File: src/rtl/johnson_phase_decoder_if.sv
// Bundle between a Johnson counter sampler and its consumer: the raw stage
// code and error clear in, the decoded phase and tracking status out.
interface johnson_phase_decoder_if #(
  parameter int N  = 4,
  parameter int CW = 8
);
  localparam int PW = $clog2(2 * N);

  logic [N-1:0]   q;
  logic           err_clr;
  logic [PW-1:0]  phase;
  logic [2*N-1:0] onehot;
  logic           phase_valid;
  logic           locked;
  logic           wrap;
  logic [CW-1:0]  rev_count;
  logic           illegal;

  modport master (
    output q, err_clr,
    input  phase, onehot, phase_valid, locked, wrap, rev_count, illegal
  );

  modport slave (
    input  q, err_clr,
    output phase, onehot, phase_valid, locked, wrap, rev_count, illegal
  );
endinterface

File: src/rtl/johnson_phase_decoder.sv
// Decodes a sampled N-stage Johnson code into a phase index and one-hot vector,
// tracks step legality to establish lock, and counts completed revolutions.
module johnson_phase_decoder #(
  parameter int N        = 4,
  parameter int LOCK_CNT = 3,
  parameter int CW       = 8
) (
  input  logic                    clk,
  input  logic                    rst,
  johnson_phase_decoder_if.slave  bus
);
  localparam int S  = 2 * N;
  localparam int PW = $clog2(S);

  typedef enum logic [1:0] {SEARCH, TRACK, LOCKED} state_e;

  function automatic logic [N-1:0] code_of(input int k);
    logic [N-1:0] c;
    for (int i = 0; i < N; i++) begin
      if (k <= N) c[i] = (i < k);
      else        c[i] = (i >= k - N);
    end
    return c;
  endfunction

  // {legal, index}; index is zero when the code matches no state
  function automatic logic [PW:0] decode(input logic [N-1:0] c);
    logic [PW:0] r;
    r = '0;
    for (int k = 0; k < S; k++) begin
      if (c == code_of(k)) r = {1'b1, PW'(k)};
    end
    return r;
  endfunction

  state_e         state_q;
  logic [3:0]     run_q;
  logic [N-1:0]   prev_q;
  logic           first_q;
  logic [PW-1:0]  phase_q;
  logic [S-1:0]   onehot_q;
  logic           valid_q;
  logic           locked_q;
  logic           wrap_q;
  logic [CW-1:0]  rev_q;
  logic           illegal_q;

  logic           cur_legal, prev_legal;
  logic [PW-1:0]  cur_ph, prev_ph, succ_ph;
  logic           adv, hold, ill, bad;
  logic           wrap_d, illegal_set;

  always_comb begin
    {cur_legal, cur_ph}   = decode(bus.q);
    {prev_legal, prev_ph} = decode(prev_q);
    succ_ph = (prev_ph == PW'(S - 1)) ? '0 : prev_ph + 1'b1;
    ill  = !cur_legal;
    // Right after reset there is no real predecessor, so a legal code just holds
    hold = cur_legal && (first_q || (bus.q == prev_q));
    adv  = cur_legal && prev_legal && !first_q && (cur_ph == succ_ph);
    bad  = !ill && !hold && !adv;
    wrap_d = adv && (prev_ph == PW'(S - 1)) && (cur_ph == '0) && (state_q == LOCKED);
    illegal_set = ill || (bad && (state_q == LOCKED));
  end

  always_ff @(posedge clk) begin
    if (rst) begin
      state_q   <= SEARCH;
      run_q     <= '0;
      prev_q    <= '0;
      first_q   <= 1'b1;
      phase_q   <= '0;
      onehot_q  <= '0;
      valid_q   <= 1'b0;
      locked_q  <= 1'b0;
      wrap_q    <= 1'b0;
      rev_q     <= '0;
      illegal_q <= 1'b0;
    end else begin
      first_q <= 1'b0;
      prev_q  <= bus.q;
      valid_q <= cur_legal;
      if (cur_legal) begin
        phase_q  <= cur_ph;
        onehot_q <= {{(S-1){1'b0}}, 1'b1} << cur_ph;
      end else begin
        onehot_q <= '0;
      end
      wrap_q <= wrap_d;
      if (wrap_d) rev_q <= rev_q + 1'b1;
      if (illegal_set)      illegal_q <= 1'b1;
      else if (bus.err_clr) illegal_q <= 1'b0;

      case (state_q)
        SEARCH: begin
          if (adv) begin
            run_q <= 4'd1;
            if (LOCK_CNT == 1) begin
              state_q  <= LOCKED;
              locked_q <= 1'b1;
            end else begin
              state_q <= TRACK;
            end
          end
        end
        TRACK: begin
          if (adv) begin
            run_q <= run_q + 4'd1;
            if (run_q + 4'd1 == 4'(LOCK_CNT)) begin
              state_q  <= LOCKED;
              locked_q <= 1'b1;
            end
          end else if (!hold) begin
            state_q <= SEARCH;
            run_q   <= '0;
          end
        end
        LOCKED: begin
          if (!adv && !hold) begin
            state_q  <= SEARCH;
            run_q    <= '0;
            locked_q <= 1'b0;
          end
        end
        default: begin
          state_q  <= SEARCH;
          run_q    <= '0;
          locked_q <= 1'b0;
        end
      endcase
    end
  end

  assign bus.phase       = phase_q;
  assign bus.onehot      = onehot_q;
  assign bus.phase_valid = valid_q;
  assign bus.locked      = locked_q;
  assign bus.wrap        = wrap_q;
  assign bus.rev_count   = rev_q;
  assign bus.illegal     = illegal_q;
endmodule
File: src/flat_wrapper.sv
// flat-port wrapper written by rule: the top's interface ports become plain ports
module johnson_phase_decoder_flat 
#(
  parameter int N        = 4,
  parameter int LOCK_CNT = 3,
  parameter int CW       = 8
)
  (clk, rst, bus_q, bus_err_clr, bus_phase, bus_onehot, bus_phase_valid, bus_locked, bus_wrap, bus_rev_count, bus_illegal);
  johnson_phase_decoder_if #(.N(N), .CW(CW)) bus_i ();
  input  logic clk;
  input  logic rst;
  input wire logic [$bits(bus_i.q)-1:0] bus_q;
  input wire logic [$bits(bus_i.err_clr)-1:0] bus_err_clr;
  output wire logic [$bits(bus_i.phase)-1:0] bus_phase;
  output wire logic [$bits(bus_i.onehot)-1:0] bus_onehot;
  output wire logic [$bits(bus_i.phase_valid)-1:0] bus_phase_valid;
  output wire logic [$bits(bus_i.locked)-1:0] bus_locked;
  output wire logic [$bits(bus_i.wrap)-1:0] bus_wrap;
  output wire logic [$bits(bus_i.rev_count)-1:0] bus_rev_count;
  output wire logic [$bits(bus_i.illegal)-1:0] bus_illegal;
  assign bus_i.q = bus_q;
  assign bus_i.err_clr = bus_err_clr;
  assign bus_phase = bus_i.phase;
  assign bus_onehot = bus_i.onehot;
  assign bus_phase_valid = bus_i.phase_valid;
  assign bus_locked = bus_i.locked;
  assign bus_wrap = bus_i.wrap;
  assign bus_rev_count = bus_i.rev_count;
  assign bus_illegal = bus_i.illegal;
  johnson_phase_decoder #(.N(N), .LOCK_CNT(LOCK_CNT), .CW(CW)) u_core (.clk(clk), .rst(rst), .bus(bus_i));
endmodule
File: config.mk
export PLATFORM = sky130hd
export DESIGN_NAME = johnson_phase_decoder_flat
export DESIGN_NICKNAME = d
export VERILOG_FILES = /design/src/rtl/johnson_phase_decoder_if.sv /design/src/rtl/johnson_phase_decoder.sv /design/src/flat_wrapper.sv
export SDC_FILE = /design/constraint.sdc
export NUM_CORES = 1
export LEC_CHECK = 0
export CORE_UTILIZATION = 47
export CTS_CLUSTER_SIZE = 12
export DETAILED_ROUTE_END_ITERATION = 6
export GPL_TIMING_DRIVEN = 0
export MAX_ROUTING_LAYER = met4
export PLACE_DENSITY = 0.8
export SYNTH_ARGS = -nofsm -noshare
export SYNTH_HDL_FRONTEND = slang
export SYNTH_SLANG_ARGS = --single-unit
File: constraint.sdc
create_clock -name clk -period 2.4 [get_ports clk]
set_input_delay 0.48 -clock clk [delete_from_list [all_inputs] [get_ports clk]]
set_output_delay 0.48 -clock clk [all_outputs]
set_load 0.02 [all_outputs]
==> metrics.md <==
| Metric | Value |
|---|---|
| Outcome | `complete, but fails checks` |
| Failing checks | `setup timing` |
| Total gr overflow | `0` |
| First-pass GRT wire length | `6.48 mm` |
| Post-synth EDFFs | `0` |
| CTS Buf Count | `5` |
| RSZ-0062 raised after global routing | `true` |
| P_leak | `0.912 nW` |
| Critical path class | `flop to flop` |
| #FFs+latches synth | `34` |
| Die Span Y | `62.7 um` |
| Clock Tree Root | `clkbuf_8` |
| # hold bufs at CTS | `0` |
| Initial antenna violation count | `0` |
| Total Routed Length | `4.17 mm` |
| Clk buf depth | `2` |
| Most frequent cell after synthesis | `dfxtp_1` |
| Yosys top cell area share | `39.3%` |
| Syn_area_per_cell | `8.65 um2` |
| Comb power frac | `16.9%` |
| Drc violations | `0` |
| Vias | `1647` |
| Ports | `30` |
| Power Internal | `0.997 mW` |
| Pwr dens | `535 mW/mm2` |
| Pins Over Slew Limit | `0` |
| Register area | `684 um2` |
| Post-place setup slack | `-0.346 ns` |
| Startpoint Class | `flop` |
| Vias in the first global route | `1481` |
| Critical Path RT | `2.62 ns` |
| Slew @ Worst Pin | `0.544 ns` |
| Final setup TNS | `-1.12 ns` |
| Mapped Cells | `200` |
| Cell taking the most area after synthesis | `dfxtp_1` |
| H-tree depth | `2` |
| Routed vias/inst | `5.55` |
| Unique cell type count in the Yosys netlist | `51` |
| Final Core Density | `72.9%` |
| Post-synth top flop | `dfxtp_1` |
| Min-delay src | `u_core.bus.phase[0]$_SDFFE_PP0N_` |
| Syn nets | `212` |
| Placed insts | `274` |
| Die area | `0.00393 mm2` |
| Finished Layout Cells | `297` |
| NetSw | `0.345 mW` |
| Critical R2R Capture | `u_core.bus.rev_count[7]$_SDFFE_PP0P_` |
| DR WL/cell | `14.0 um` |
| R2R Setup Slk | `-0.17 ns` |
| Hold Fails Final Rpt | `0` |
| DPL Wire Length | `2.56 mm` |
| FMAX | `389 MHz` |
| Clk_skew | `0.00452 ns` |
| Antenna Nets Post-Route | `0` |
| Die W | `62.7 um` |
| Seq/Total Area, Yosys | `39.3%` |
| Crit end category | `flop` |
| Asr flop ratio synth | `0%` |
| Final period util | `107%` |
| Share of cells above drive strength 1 | `27.5%` |
| Row count | `21` |
| Hold Crit Endpoint | `u_core.bus.phase[0]$_SDFFE_PP0N_` |
| Worst Path Arrival | `2.79 ns` |
| Most frequent cells after synthesis | `dfxtp_1, nand2_1, a21oi_1, nor2_1, inv_1` |
| Maximum vdd ir drop | `0.000285 V` |
| ANT cells | `0` |
| R2r startpoint | `u_core.prev_q[0]$_SDFF_PP0_` |
| Final setup viols | `11` |
| Initial Util | `50.3%` |
| Max_cap viols | `0` |
| Core ar. | `0.00344 mm2` |
| GRT Total Usage | `21.5%` |
| Worst reg-to-reg path cell count | `10` |
| Synth area leaders | `dfxtp_1, a21oi_1, nand2_1` |
| Max_slew headroom | `63.7%` |
| Post-layout nets | `262` |
| Clock power frac | `39.2%` |
| Final setup margin | `-0.173 ns` |
| Multi-input gate area | `0.00111 mm2` |
| I/O Buffers | `28` |
| Largest net degree at the start of global routing | `13` |
| Worst Hold Class | `flop to flop` |
| Clk Latency, worst-skew pair | `0.29 ns` |
| Synth Cell Area | `0.00173 mm2` |
| CTS tree | `built` |
| Initial drt markers | `75` |
| Min Tclk post-route | `2.57 ns` |
| Min-Delay Path Depth | `2` |
| Max FO, Critical Path | `6` |
| Switch share | `25.7%` |
| GP Congestion | `0.818` |
| DR pass1 iterations | `5` |
| Synth warn | `0` |
| CTS Sinks | `34` |
| CTS clk-pin slew, worst paths | `0.07 ns` |
| Reg power frac | `43.9%` |
| Fill count | `243` |
| Area Overhead vs Synth | `45.0%` |
[metrics by stage]
stage	instance area [um2]	hold WS [ns]	total power [mW]
2_1_floorplan	1780	0.479	0.720
3_3_place_gp	2120	0.461	0.770
3_5_place_dp	2120	0.461	0.773
4_1_cts	2320	0.471	1.31
5_1_grt	2510	0.483	1.40
6_report	2510	0.462	1.34
[worst max-delay path by stage]
stage	start	endpoint	slack (ns)	cells after the start
final	u_core.prev_q[0]$_SDFF_PP0_	u_core.bus.rev_count[7]$_SDFFE_PP0P_	-0.17	10
after global placement	bus_q[2]	u_core.run_q[1]$_SDFFE_PP0P_	-0.35	8
after CTS	u_core.prev_q[1]$_SDFF_PP0_	u_core.bus.rev_count[7]$_SDFFE_PP0P_	-0.14	10
after detailed placement	bus_q[2]	u_core.run_q[1]$_SDFFE_PP0P_	-0.35	8
after global routing	u_core.prev_q[1]$_SDFF_PP0_	u_core.bus.rev_count[7]$_SDFFE_PP0P_	-0.28	12
after floorplan	u_core.prev_q[1]$_SDFF_PP0_	u_core.bus.rev_count[5]$_SDFFE_PP0P_	0.004	10
[cell type report]
cell class                      count  share of cell area [%]
Clock buffer                        5                    2.74
Timing Repair Buffer               44                    16.1
Inverter                           11                    1.65
Multi-Input combinational cell    142                    44.3
Tap cell                           46                    2.29
Sequential cell                    34                    27.3
Clock inverter                      3                    1.79
Buffer                             12                    3.84
[layout by cell type (no fill, tap or decap), drive strengths merged, types with 4 or more instances in the layout]
cell type       n
inv            11
dfxtp          34
or2             4
nand3           7
o21ai           6
clkbuf          8
nor2b           4
buf            25
clkdlybuf4s50  28
a21oi          16
o31ai           4
nor2           16
or4             5
xnor2           6
ha              5
a211oi          7
nand2          17
[state kept, by name (all words and copies together), names as in the netlist]
name / count
u_core.bus.phase: 3
u_core.run_q: 4
u_core.bus.phase_valid: 1
u_core.bus.onehot: 8
u_core.bus.illegal: 1
u_core.bus.rev_count: 8
u_core.bus.wrap: 1
u_core.state_q: 2
u_core.bus.locked: 1
u_core.prev_q: 4
u_core.first_q: 1
[cells by family (layout without fill, tap and decap cells)]
group	count (synthesis)	in the layout	synth area share, %
AO/OA/AOI/OAI	56	56	23.2
XOR/XNOR	9	9	4.56
adder cells (fa/ha/maj)	5	5	3.62
buffers and inverters	24	75	6.94
flip-flops	34	34	39.3
multiplexers	2	2	1.23
AND/OR/NAND/NOR	70	70	21.1
[power groups by stage]
| stage | sequential [mW] | clock, mW | combinational, mW |
|---|---|---|---|
| 4_1_cts | 0.588 | 0.537 | 0.189 |
| 3_3_place_gp | 0.598 | 0 | 0.172 |
| 3_5_place_dp | 0.598 | 0 | 0.174 |
| 6_report | 0.589 | 0.526 | 0.227 |
| 2_1_floorplan | 0.609 | 0 | 0.111 |
| 5_1_grt | 0.590 | 0.567 | 0.242 |
[what timing repair did]
action                                  CTS  global route
resized for setup                        12            26
endpoints found under the setup margin   10            15
pin swaps                                17            12
buffers inserted                          6            10
[worst max-delay path, cell delays in order, from the launching register on]
cell,delay (ns)
dfxtp_2,0.32
buf_6,0.14
xnor2_4,0.15
nor2_4,0.13
ha_4,0.21
or3_4,0.36
a211oi_2,0.21
or2_4,0.19
nand3_4,0.09
or4b_4,0.55
a21oi_2,0.15
[per-layer routing]
| metal | GRT usage [%] | vias up | part of all wire [%] | wire [um] |
|---|---|---|---|---|
| li1 | - | 815 | - | - |
| met1 | 26.0 | 767 | 45 | 1870 |
| met2 | 33.7 | 58 | 47 | 1970 |
| met3 | 4.56 | 7 | 6.1 | 254 |
| met4 | 11.0 | 0 | 1.7 | 73 |
| met5 | - | - | 0 | 0 |
Note: power is estimated with default switching activity, not from simulation.
==> RTL change: new RTL, same settings <==
`N` is set to 4 in 3 places; all go to 8.
--- a/src/rtl/johnson_phase_decoder_if.sv
+++ b/src/rtl/johnson_phase_decoder_if.sv
@@ -1,7 +1,7 @@
 // Bundle between a Johnson counter sampler and its consumer: the raw stage
 // code and error clear in, the decoded phase and tracking status out.
 interface johnson_phase_decoder_if #(
-  parameter int N  = 4,
+  parameter int N  = 8,
   parameter int CW = 8
 );
   localparam int PW = $clog2(2 * N);
--- a/src/rtl/johnson_phase_decoder.sv
+++ b/src/rtl/johnson_phase_decoder.sv
@@ -1,7 +1,7 @@
 // Decodes a sampled N-stage Johnson code into a phase index and one-hot vector,
 // tracks step legality to establish lock, and counts completed revolutions.
 module johnson_phase_decoder #(
-  parameter int N        = 4,
+  parameter int N        = 8,
   parameter int LOCK_CNT = 3,
   parameter int CW       = 8
 ) (
--- a/src/flat_wrapper.sv
+++ b/src/flat_wrapper.sv
@@ -1,7 +1,7 @@
 // flat-port wrapper written by rule: the top's interface ports become plain ports
 module johnson_phase_decoder_flat 
 #(
-  parameter int N        = 4,
+  parameter int N        = 8,
   parameter int LOCK_CNT = 3,
   parameter int CW       = 8
 )
Interface: changed (resized bus_onehot, bus_phase and bus_q); port bits go from 30 to 43. The function was not compared with the original's and may differ.
==> RTL change against the unedited design <==
The run still ends with setup timing left; routed wire length rose by 95%; setup slack lost 0.51 ns; sequential cell count grew 13; count of clock-buffer cells in the layout unchanged; combinational power rose by 29%; worst hold slack lost 0.029 ns; area after synthesis is 59% higher; cell area grew 59%; power increased by 26%.
==> RTL change: results <==
[status]
outcome = finished with violations
violations = setup timing

[grt]
grtUsageMet1 = 0.304
met3_usage = 0.0453
grt_pass1_vias = 2455
grt_max_degree = 16
grt_antenna_before_repair = 0
grt_pass1_wl_um = 11900
grtUsageTotal = 0.254
use_met2 = 0.419

[logic_synthesis]
syn_inst = 314
muxShareOfSynthArea = 0.0168
synth_commonest_cells = 47 x dfxtp_1, 44 x nor2_1, 15 x a21oi_1, 15 x nand2_1, 15 x nand3_1
synthDistinctLibCells = 78
ys_seq_area_frac = 0.342
synth_xor_area_frac = 0.0560
synth_area_leaders = dfxtp_1 34%, nor2_1 6.0%, nor2b_1 3.0%
synth-adder-area-share = 0.0182
synthesis.nets = 329
ys_warn_count = 0

[timing]
setup_ws_ns = -0.680
setup_tns_ns = -9.30
worstMarginPinSlew_ns = 0.619
setup_viol = 17

[routing]
initialDrtViolationCount = 214
wirelength_um = 8150
top_layer_used = met4
num_vias = 2817
wl_met3_um = 507
wl_per_cell_um = 17.3
drt_pass1_iterations = 7
wl_met2_um = 4030
drt-met1-wl_um = 3290

[placed_design]
port_buffers = 40
gp_congestion = 0.890
place_hpwl_um = 4760

[cells_and_area]
layout-drive-gt1-share = 0.333
n_fill_cell = 402
layout.nets = 413

[setup_path]
critical_path_arrival_ns = 3.32
r2r_start = u_core.prev_q[6]$_SDFF_PP0_
r2r_cells = 12
critPathMaxFanout = 7
r2r_end = u_core.bus.illegal$_SDFFE_PP0P_

[clock_tree]
path_clk_slew_ns = 0.09
clock_latency_ns = 0.31

[min_path]
hp-class = input port to flop
hold_end = u_core.prev_q[6]$_SDFF_PP0_
hp-start = bus_q[6]

[pwr]
p_leak_nw = 1.53
ir_drop_uv = 237
-- RTL change: cell types whose count changed in the layout (fill, tap and decap cells not counted), moves of 7 or more --
| cell | before | now |
|---|---|---|
| nor2_1 | 13 | 43 |
| nand4_1 | 1 | 8 |
| nand3_1 | 6 | 13 |
| buf_4 | 16 | 32 |
| buf_6 | 7 | 14 |
| nor2b_1 | 4 | 12 |
| dfxtp_1 | 31 | 39 |
-- RTL change: area by class of cell --
| type | instances | area [um2] | share of cell area |
|---|---|---|---|
| clock inverter | 3 | 43.8 | 0.0110 |
| inverter | 10 | 40.0 | 0.0101 |
| buffer | 17 | 149 | 0.0374 |
| sequential | 47 | 951 | 0.239 |
| timing repair buffer | 79 | 731 | 0.184 |
| clock buffer | 5 | 68.8 | 0.0173 |
| tap | 72 | 90.1 | 0.0226 |
| multi-input combinational | 238 | 1910 | 0.479 |
-- RTL change: worst max-delay path, stage by stage (launching register included) --
cell and delay (ns):
dfxtp_2 0.42, nand4_1 0.23, nor4_4 0.30, nor2_2 0.10
a31oi_4 0.26, ha_4 0.22, xor2_4 0.17, mux2_4 0.34
nand4_4 0.15, buf_6 0.13, nor2_4 0.03, or4b_1 0.51
a21oi_2 0.15
-- RTL change: through the flow --
step | area (um2) | worst slack (ns) | util | hold slack (ns)
6_report | 3980 | -0.680 | 0.714 | 0.433
5_1_grt | 3980 | -0.810 | 0.714 | 0.435
4_1_cts | 3780 | -0.451 | 0.679 | 0.434
3_5_place_dp | 3310 | -1.08 | 0.594 | 0.454
3_3_place_gp | 3310 | -1.07 | 0.594 | 0.456
2_1_floorplan | 2820 | -0.405 | - | 0.486
-- RTL change: worst max-delay path by stage --
stage | from | slack [ns] | end
6_report | u_core.prev_q[6]$_SDFF_PP0_ | -0.68 | u_core.bus.illegal$_SDFFE_PP0P_
5_1_grt | u_core.prev_q[6]$_SDFF_PP0_ | -0.81 | u_core.bus.rev_count[3]$_SDFFE_PP0P_
4_1_cts | u_core.prev_q[3]$_SDFF_PP0_ | -0.45 | u_core.bus.rev_count[3]$_SDFFE_PP0P_
3_5_place_dp | bus_q[3] | -1.08 | u_core.run_q[1]$_SDFFE_PP0P_
3_3_place_gp | bus_q[3] | -1.07 | u_core.run_q[3]$_SDFFE_PP0P_
2_1_floorplan | bus_q[6] | -0.41 | u_core.run_q[2]$_SDFFE_PP0P_
-- RTL change: repair_timing --
action | in CTS | in global routing
buffers inserted | 27 | 12
endpoints found under the setup margin | 22 | 17
endpoints found under the hold margin | 0 | 0
resized for setup | 55 | 22
pin swaps | 30 | 7
-- RTL change: power by group --
group	switching [mW]	internal [mW]
registers	0.0169	0.794
clock network	0.278	0.310
logic	0.158	0.134
